## src/rtl/axi_rd_arbiter.sv

```systemverilog
// Read-side scheduler: arbitrates inst/data SRAM-like reads onto one AXI AR
// channel, tags each request with a per-requester ARID and routes R beats back by RID.
module axi_rd_arbiter #(
  parameter int unsigned MAX_OUTST = 2,
  parameter int unsigned INST_ID   = 0,
  parameter int unsigned DATA_ID   = 1
) (
  input  logic        aclk,
  input  logic        areset,

  input  logic        inst_rd_req,
  input  logic [31:0] inst_addr,
  input  logic [1:0]  inst_size,
  output logic        inst_addr_ok,
  output logic        inst_data_ok,
  output logic [31:0] inst_rdata,

  input  logic        data_rd_req,
  input  logic [31:0] data_addr,
  input  logic [1:0]  data_size,
  output logic        data_addr_ok,
  output logic        data_data_ok,
  output logic [31:0] data_rdata,

  input  logic        raw_block,

  output logic [3:0]  arid,
  output logic [31:0] araddr,
  output logic [7:0]  arlen,
  output logic [2:0]  arsize,
  output logic [1:0]  arburst,
  output logic [1:0]  arlock,
  output logic [3:0]  arcache,
  output logic [2:0]  arprot,
  output logic        arvalid,
  input  logic        arready,

  input  logic [3:0]  rid,
  input  logic [31:0] rdata,
  input  logic [1:0]  rresp,
  input  logic        rlast,
  input  logic        rvalid,
  output logic        rready
);

  localparam int unsigned CNT_W  = 3;
  localparam int unsigned ID_W   = 4;
  localparam int unsigned ADDR_W = 32;

  typedef enum logic {IDLE, AR} state_t;

  state_t              state_q, state_d;
  logic                data_grant, inst_grant;
  logic [CNT_W-1:0]    inst_cnt, data_cnt;
  logic [ID_W-1:0]     arid_q;
  logic [ADDR_W-1:0]   araddr_q;
  logic [2:0]          arsize_q;
  logic                inst_hit, data_hit;
  logic                inst_dec, data_dec;
  logic                unused_rresp;

  assign unused_rresp = ^rresp;

  // R routing by id; a matching beat always reports data_ok
  assign inst_hit     = rvalid & (rid == ID_W'(INST_ID));
  assign data_hit     = rvalid & (rid == ID_W'(DATA_ID));
  assign inst_data_ok = inst_hit;
  assign data_data_ok = data_hit;
  assign inst_rdata   = rdata;
  assign data_rdata   = rdata;
  assign rready       = 1'b1;

  // Completion only retires a read if one is actually outstanding
  assign inst_dec = inst_hit & rlast & (inst_cnt != '0);
  assign data_dec = data_hit & rlast & (data_cnt != '0);

  // State register
  always_ff @(posedge aclk or posedge areset) begin
    if (areset) state_q <= IDLE;
    else        state_q <= state_d;
  end

  // Next state and grant: data has fixed priority over inst
  always_comb begin
    state_d    = state_q;
    data_grant = 1'b0;
    inst_grant = 1'b0;
    case (state_q)
      IDLE: begin
        data_grant = data_rd_req & ~raw_block & ~areset &
                     (data_cnt < CNT_W'(MAX_OUTST));
        inst_grant = inst_rd_req & ~areset & ~data_grant &
                     (inst_cnt < CNT_W'(MAX_OUTST));
        if (data_grant || inst_grant) state_d = AR;
      end
      AR: begin
        if (arready) state_d = IDLE;
      end
      default: state_d = IDLE;
    endcase
  end

  assign data_addr_ok = data_grant;
  assign inst_addr_ok = inst_grant;
  assign arvalid      = (state_q == AR);

  // AR payload captured on grant, held stable while arvalid is high
  always_ff @(posedge aclk or posedge areset) begin
    if (areset) begin
      arid_q   <= '0;
      araddr_q <= '0;
      arsize_q <= '0;
    end else if (data_grant) begin
      arid_q   <= ID_W'(DATA_ID);
      araddr_q <= data_addr;
      arsize_q <= {1'b0, data_size};
    end else if (inst_grant) begin
      arid_q   <= ID_W'(INST_ID);
      araddr_q <= inst_addr;
      arsize_q <= {1'b0, inst_size};
    end
  end

  // Outstanding-read counters; simultaneous inc and dec cancel
  always_ff @(posedge aclk or posedge areset) begin
    if (areset) begin
      inst_cnt <= '0;
      data_cnt <= '0;
    end else begin
      inst_cnt <= inst_cnt + CNT_W'(inst_grant) - CNT_W'(inst_dec);
      data_cnt <= data_cnt + CNT_W'(data_grant) - CNT_W'(data_dec);
    end
  end

  assign arid    = arid_q;
  assign araddr  = araddr_q;
  assign arsize  = arsize_q;
  assign arlen   = 8'h00;
  assign arburst = 2'b01;
  assign arlock  = 2'b00;
  assign arcache = 4'h0;
  assign arprot  = 3'b000;

endmodule

```

## config.mk

```make
export PLATFORM = sky130hd
export DESIGN_NAME = axi_rd_arbiter
export DESIGN_NICKNAME = d
export VERILOG_FILES = /design/src/rtl/axi_rd_arbiter.sv
export SDC_FILE = /design/constraint.sdc
export NUM_CORES = 1
export LEC_CHECK = 0
export BUFFER_PORTS_ARGS = -buffer_cell sky130_fd_sc_hd__buf_2
export CORE_AREA = 2 2 95 97
export CTS_CLUSTER_DIAMETER = 150
export DETAILED_ROUTE_END_ITERATION = 8
export DIE_AREA = 0 0 97 99
export GPL_ROUTABILITY_DRIVEN = 0
export GPL_TIMING_DRIVEN = 0
export PLACE_DENSITY = 0.72
export SYNTH_ARGS = -nofsm -noshare
export SYNTH_HDL_FRONTEND = slang
export SYNTH_SLANG_ARGS = --single-unit
```

## constraint.sdc

```tcl
create_clock -name aclk -period 3.3 [get_ports aclk]
set_input_delay 0.66 -clock aclk [delete_from_list [all_inputs] [get_ports aclk]]
set_output_delay 0.66 -clock aclk [all_outputs]
set_load 0.05 [all_outputs]
```

==> results.txt, run 1 <==
Status: finished clean
GRT met2 Usage: 25.7%
Final min period: 2.62 ns
Final setup vio count: 0
Count leader, synth: buf_4
Cells after synthesis: 245
Post-synth EDFFs: 0
Period utilization: 79.4%
Nets: 580
Worst r2r src: data_cnt[1]
Initial antenna violation count: 0
Asr flop ratio synth: 100%
Top cell by count, worst path: inv_1
Antenna cell count: 0
Post-synth top cells: 90 x buf_4, 54 x mux2_2, 42 x dfrtp_1
# DRC: 0
CTS tree: done
FMAX: 382 MHz
Initial Utilization: 34.1%
H-tree levels: 2
Setup_tns: 0 ns
Synthesized flop and latch total: 42
Seq/Total Area, Yosys: 36.1%
Clock latency on the worst-skew pair: 0.29 ns
I/O pins: 242
Die width: 97 um
Slowest CP cell: dfrtp_1
Dominant cells by area after synthesis: dfrtp_1 36%, buf_4 23%, mux2_2 21%
WL final: 6720 um
Worst Path Max Fanout: 10
Die Ht: 99 um
Longest Clk Path Bufs: 2
Pre-CTS WS: 0.667 ns
Via/cell ratio: 4.06
Pwr Density: 826 nW/um^2
Final clock skew: 0.00656 ns
CTS sink count: 42
Yosys warns: 0
CP Launch Type: flip-flop
Min-delay worst type: primary input to asynchronous set/reset pin
Largest net degree at the start of global routing: 28
CP Data Arrival Time: 1.96 ns
Gr usage total: 13.5%
# placed instances: 559
VDD IR max: 512 uV
Via count: 2,304
Gr ovfl total: 0
Final Max Tran Viols: 0
Post_cts resized: 0
Critical path origin: data_cnt[1]
Drt first-iter violations: 22
Die area: 9600 sq um
Reg area: 1050 sq um
Final Hold Fails: 0
Cell taking the most area after synthesis: dfrtp_1
IO buf count: 183
R2r worst-path depth: 10
Critical Path RT: 2.64 ns
Max incr delay on CP: 0.40 ns
Leakage: 2.41 nW
Reg clk slew, reported paths: 0.08 ns
Postcts setup bufs: 0
Core footprint: 8550 sq um
Post-Layout Cell Count: 567
Synth Cell Area: 2920 sq um
Vias in the first global route: 2,396
R2r setup slk: 1.07 ns
Average size of a mapped cell: 11.9 sq um
FP Rows: 34
Post-DRT Antenna Nets: 0
Final worst slack: 0.680 ns
Area of the multi-input gates: 1150 sq um
Drt wl/cell: 11.9 um
CTS root buf: clkbuf_8
Critical Path Sink: data_addr_ok
CTS Buf Count: 5
Met3 usage: 4.54%
CTS Hold Buffers Added: 0
RSZ-0062 raised after global routing: false
Global-route wire length before repair: 10,600 um
Worst-path cell chain: inv_1, ha_1, and4bb_2, nand2b_1, buf_6, buf_4, inv_1, buf_2
Share of the synthesized area in the top cell type: 36.1%
Max-cap check violation count: 0
Cell variety after synth: 24
Syn-to-layout area delta: 43.2%
Critical path class: flip-flop to output pin
Busiest grt layer: met2
Share of cells above drive strength 1: 77.6%
DP Wirelength: 5630 um
Met1 Use GR: 14.3%
TritonRoute pass-1 iters: 4
Critical Path End Type: output pin
Reg-to-Reg End: data_cnt[2]
# fillers: 794
Most used DFF post-synth: dfrtp_1
-- cells by family after synthesis --
| group | count (synthesis) | synth area share (%) |
|---|---|---|
| xor+xnor | 2 | 0.601 |
| mux | 68 | 28.1 |
| other cells | 2 | 0.258 |
| simple gates | 11 | 2.75 |
| compound gates | 3 | 0.858 |
| buf+inv | 109 | 27.5 |
| flops | 42 | 36.1 |
| fa+ha+maj | 8 | 3.95 |
-- worst max-delay path: cells and delay by family, from the launching register on --
| kind | cells | cell delay, ns |
|---|---|---|
| and+or+nand+nor | 2 | 0.32 |
| DFF | 1 | 0.40 |
| buffers and inverters | 5 | 0.77 |
| adders and majority gates | 1 | 0.17 |
-- placed cells by master (no fill, tap or decap), types with 2 or more instances in the layout --
cell,n
buf_12,2
clkbuf_8,5
o311a_1,2
clkbuf_1,2
mux2_4,14
buf_2,183
buf_6,5
inv_1,12
nand2b_1,2
buf_4,90
mux2_2,54
ha_1,6
conb_1,24
fa_1,2
dfrtp_1,42
-- flip-flops by register name, summed over array words and instances, names as in the netlist --
signal,flops
arsize,2
arvalid,1
arid,1
araddr,32
inst_cnt,3
data_cnt,3
-- report_power, final --
group	switching [W]	internal, W	total, W
combinational	0.00137	0.000767	0.00214
clock	0.000179	0.000227	0.000406
sequential	0.000131	0.000775	0.000906
total	0.00168	0.00177	0.00345
-- worst min-delay path by stage --
stage,endpoint,slack (ns),cells after the start
2_1_floorplan,inst_cnt[1],0.60,2
4_1_cts,araddr[3],0.37,2
3_5_place_dp,arid[0],0.53,2
6_report,araddr[3],0.37,2
5_1_grt,araddr[3],0.39,2
3_3_place_gp,arid[0],0.49,2
-- cell type report --
class                           count  area share (%)
Tap cell                          108            3.24
Clock buffer                        7            1.83
Timing Repair Buffer              184            22.4
Multi-Input combinational cell    116            27.4
Clock inverter                      1           0.719
Inverter                           13            1.17
Buffer                             96            18.0
Sequential cell                    42            25.2
-- metal layers --
layer  share of wire (%)  vias to the layer above
li1                    -                     1121
met5                   0                        -
met1                  36                     1039
met3                  10                        5
met4                0.98                        0
met2                  52                      139
-- through the flow --
stage / util [%] / power (W) / hold WS [ns] / instance area (sq um)
after detailed placement: 47.6 / 0.00308 / 0.530 / 4070
after global routing: 48.8 / 0.00365 / 0.386 / 4180
after floorplan: - / 0.00263 / 0.604 / 3000
after CTS: 48.8 / 0.00350 / 0.375 / 4180
after global placement: 47.4 / 0.00302 / 0.488 / 4050
final: 48.8 / 0.00345 / 0.370 / 4180
Note: power is estimated with default switching activity, not from simulation.
==> inputs of run 2 (changes only) <==
CORE_AREA = 2 2 93 95   (was 2 2 95 97)
DIE_AREA = 0 0 95 97   (was 0 0 97 99)
PLACE_DENSITY = 0.75   (was 0.72)
clock period = 2.49 ns   (was 3.3 ns; I/O delays follow)
==> run 2 against run 1 <==
  * Flip-flop and latch count unchanged
  * Global-route usage is 0.95 points higher
  * Hold slack worse by 0.16 ns
  * Sequential share of layout area shrank 0.22 points
  * Highest routed layer unchanged
  * Cell count down 0.53%
  * Critical endpoint unchanged
  * Register-to-register slack got worse by 0.83 ns
  * Clock skew is 0.0014 ns lower
  * Utilization increased by 3.0 points
  * Clock power grew 37%
  * Via count down 0.74%
  * Critical path depth did not move
==> results.txt, run 2 (synthesized netlist as in run 1, its figures left out) <==
Reg-to-Reg End: data_cnt[2]
Final setup vio count: 0 (unchanged)
RSZ-0062 raised after global routing: false
Worst r2r src: data_cnt[1]
Met1 Use GR: 14.1% (-0.23 points)
Critical path class: flip-flop to output pin
Clock latency on the worst-skew pair: 0.28 ns (about the same)
Largest net degree at the start of global routing: 28 (unchanged)
Max-cap check violation count: 0 (unchanged)
# fillers: 733 (-7.7%)
H-tree levels: 2 (unchanged)
WL final: 6950 um (+3.4%)
Busiest grt layer: met2
Share of cells above drive strength 1: 78.9% (+1.3 points)
Worst hold slack: 0.211 ns (-0.159 ns)
Worst Path Max Fanout: 10 (unchanged)
CP Launch Type: flip-flop
Global-route wire length before repair: 10,500 um (-1.1%)
CTS sink count: 42 (unchanged)
FP Rows: 33 (-2.9%)
R2r setup slk: 0.24 ns (-0.83 ns)
Initial antenna violation count: 0 (unchanged)
Setup_tns: 0 ns (unchanged)
Initial Utilization: 35.8% (+1.7 points)
CTS Buf Count: 5 (unchanged)
Syn-to-layout area delta: 44.5%
Pre-CTS WS: 0.0721 ns (-0.595 ns)
CP Data Arrival Time: 1.84 ns (-0.12 ns)
Min-delay worst type: primary input to asynchronous set/reset pin
Longest Clk Path Bufs: 2 (unchanged)
Critical Path RT: 1.99 ns (-0.65 ns)
Pwr Density: 1090 nW/um^2 (+33%)
CTS tree: done
Nets: 581 (+0.17%)
TritonRoute pass-1 iters: 4 (unchanged)
Met3 usage: 4.36% (-0.18 points)
Max FFs per register: 32 (unchanged)
Leakage: 2.42 nW (+0.43%)
I/O pins: 242 (unchanged)
GRT met2 Usage: 28.9% (+3.2 points)
FMAX: 428 MHz
Post-DRT Antenna Nets: 0 (unchanged)
Final Max Tran Viols: 0 (unchanged)
Drt wl/cell: 12.3 um (+3.9%)
Most frequent cells in the layout: 182 x buf_2, 91 x buf_4, 54 x mux2_2
IO buf count: 183 (unchanged)
Core footprint: 8130 sq um (-4.9%)
Die area: 9220 sq um (-4.0%)
Via/cell ratio: 4.05 (-0.21%)
Die width: 95 um (-2.1%)
Vias in the first global route: 2,390 (-0.25%)
# DRC: 0 (unchanged)
Critical Path End Type: output pin
Final worst slack: 0.153 ns (-0.527 ns)
Final min period: 2.34 ns
Commonest non-fill, non-tap cell in the layout: buf_2
Status: finished clean
Drt first-iter violations: 39 (+77%)
Antenna cell count: 0 (unchanged)
CTS root buf: clkbuf_8
Final clock skew: 0.00518 ns (-0.00139 ns)
Period utilization: 93.9%
Gr usage total: 14.5% (+0.95 points)
VDD IR max: 710 uV (+39%)
Gr ovfl total: 0 (unchanged)
Via count: 2,287 (-0.74%)
Die Ht: 97 um (-2.0%)
Final Hold Fails: 0 (unchanged)
Reg clk slew, reported paths: 0.08 ns (about the same)
R2r worst-path depth: 10 (unchanged)
DP Wirelength: 5900 um (+4.6%)
## run 2: how the worst max path moves through the flow
| stage | from | to | slack, ns | depth (start not counted) |
|---|---|---|---|---|
| after global routing | data_cnt[1] | data_addr_ok | 0.02 | 8 |
| final | data_cnt[1] | data_addr_ok | 0.15 | 8 |
| after floorplan | rid[1] | inst_cnt[2] | 0.06 | 9 |
| after CTS | data_cnt[1] | data_addr_ok | 0.03 | 8 |
| after global placement | rid[1] | inst_cnt[2] | 0.09 | 10 |
| after detailed placement | rid[1] | inst_cnt[2] | 0.07 | 10 |
## run 2: timing repair
action                                 4_1_cts  5_1_grt
pin swaps                                    0        1
hold buffers                                 0        0
setup endpoints to repair                    1        1
endpoints found under the hold margin        0        0
resized for setup                            1        2
setup buffers                                0        1
## run 2: where the power goes
group	switching (W)	internal, W	total (W)
sequential	0.000172	0.00103	0.00120
clock	0.000236	0.000321	0.000557
combinational	0.00183	0.00102	0.00286
total	0.00224	0.00237	0.00461
## run 2: final cells by class
type                       count  area, sq um  area share (%)
buffer                        96          752            17.8
clock buffer                   6         82.6            1.96
clock inverter                 1         30.0           0.713
sequential                    42         1050            24.9
tap                          105          131            3.12
timing repair buffer         185          950            22.5
multi-input combinational    116         1170            27.7
inverter                      13         48.8            1.16
## run 2: critical path, cell delays in order (launching register included)
cell	delay, ns
dfrtp_1	0.36
inv_1	0.08
ha_1	0.21
and4bb_2	0.24
nand2b_1	0.09
buf_6	0.16
buf_4	0.20
inv_2	0.06
buf_6	0.15
## run 2: per-layer routing
layer / wire length [um] / vias to the layer above
met3: 708 / 4
li1: - / 1119
met1: 2360 / 1034
met5: 0 / -
met4: 56 / 0
met2: 3830 / 130
## run 2: per-stage QoR
step                      instance area, sq um  power, W  instances  utilization (%)
after floorplan                           3020   0.00349        267                -
after global placement                    4070   0.00402        555             50.0
after detailed placement                  4090   0.00410        556             50.2
after CTS                                 4200   0.00467        563             51.7
after global routing                      4210   0.00488        564             51.8
final                                     4210   0.00461        564             51.8
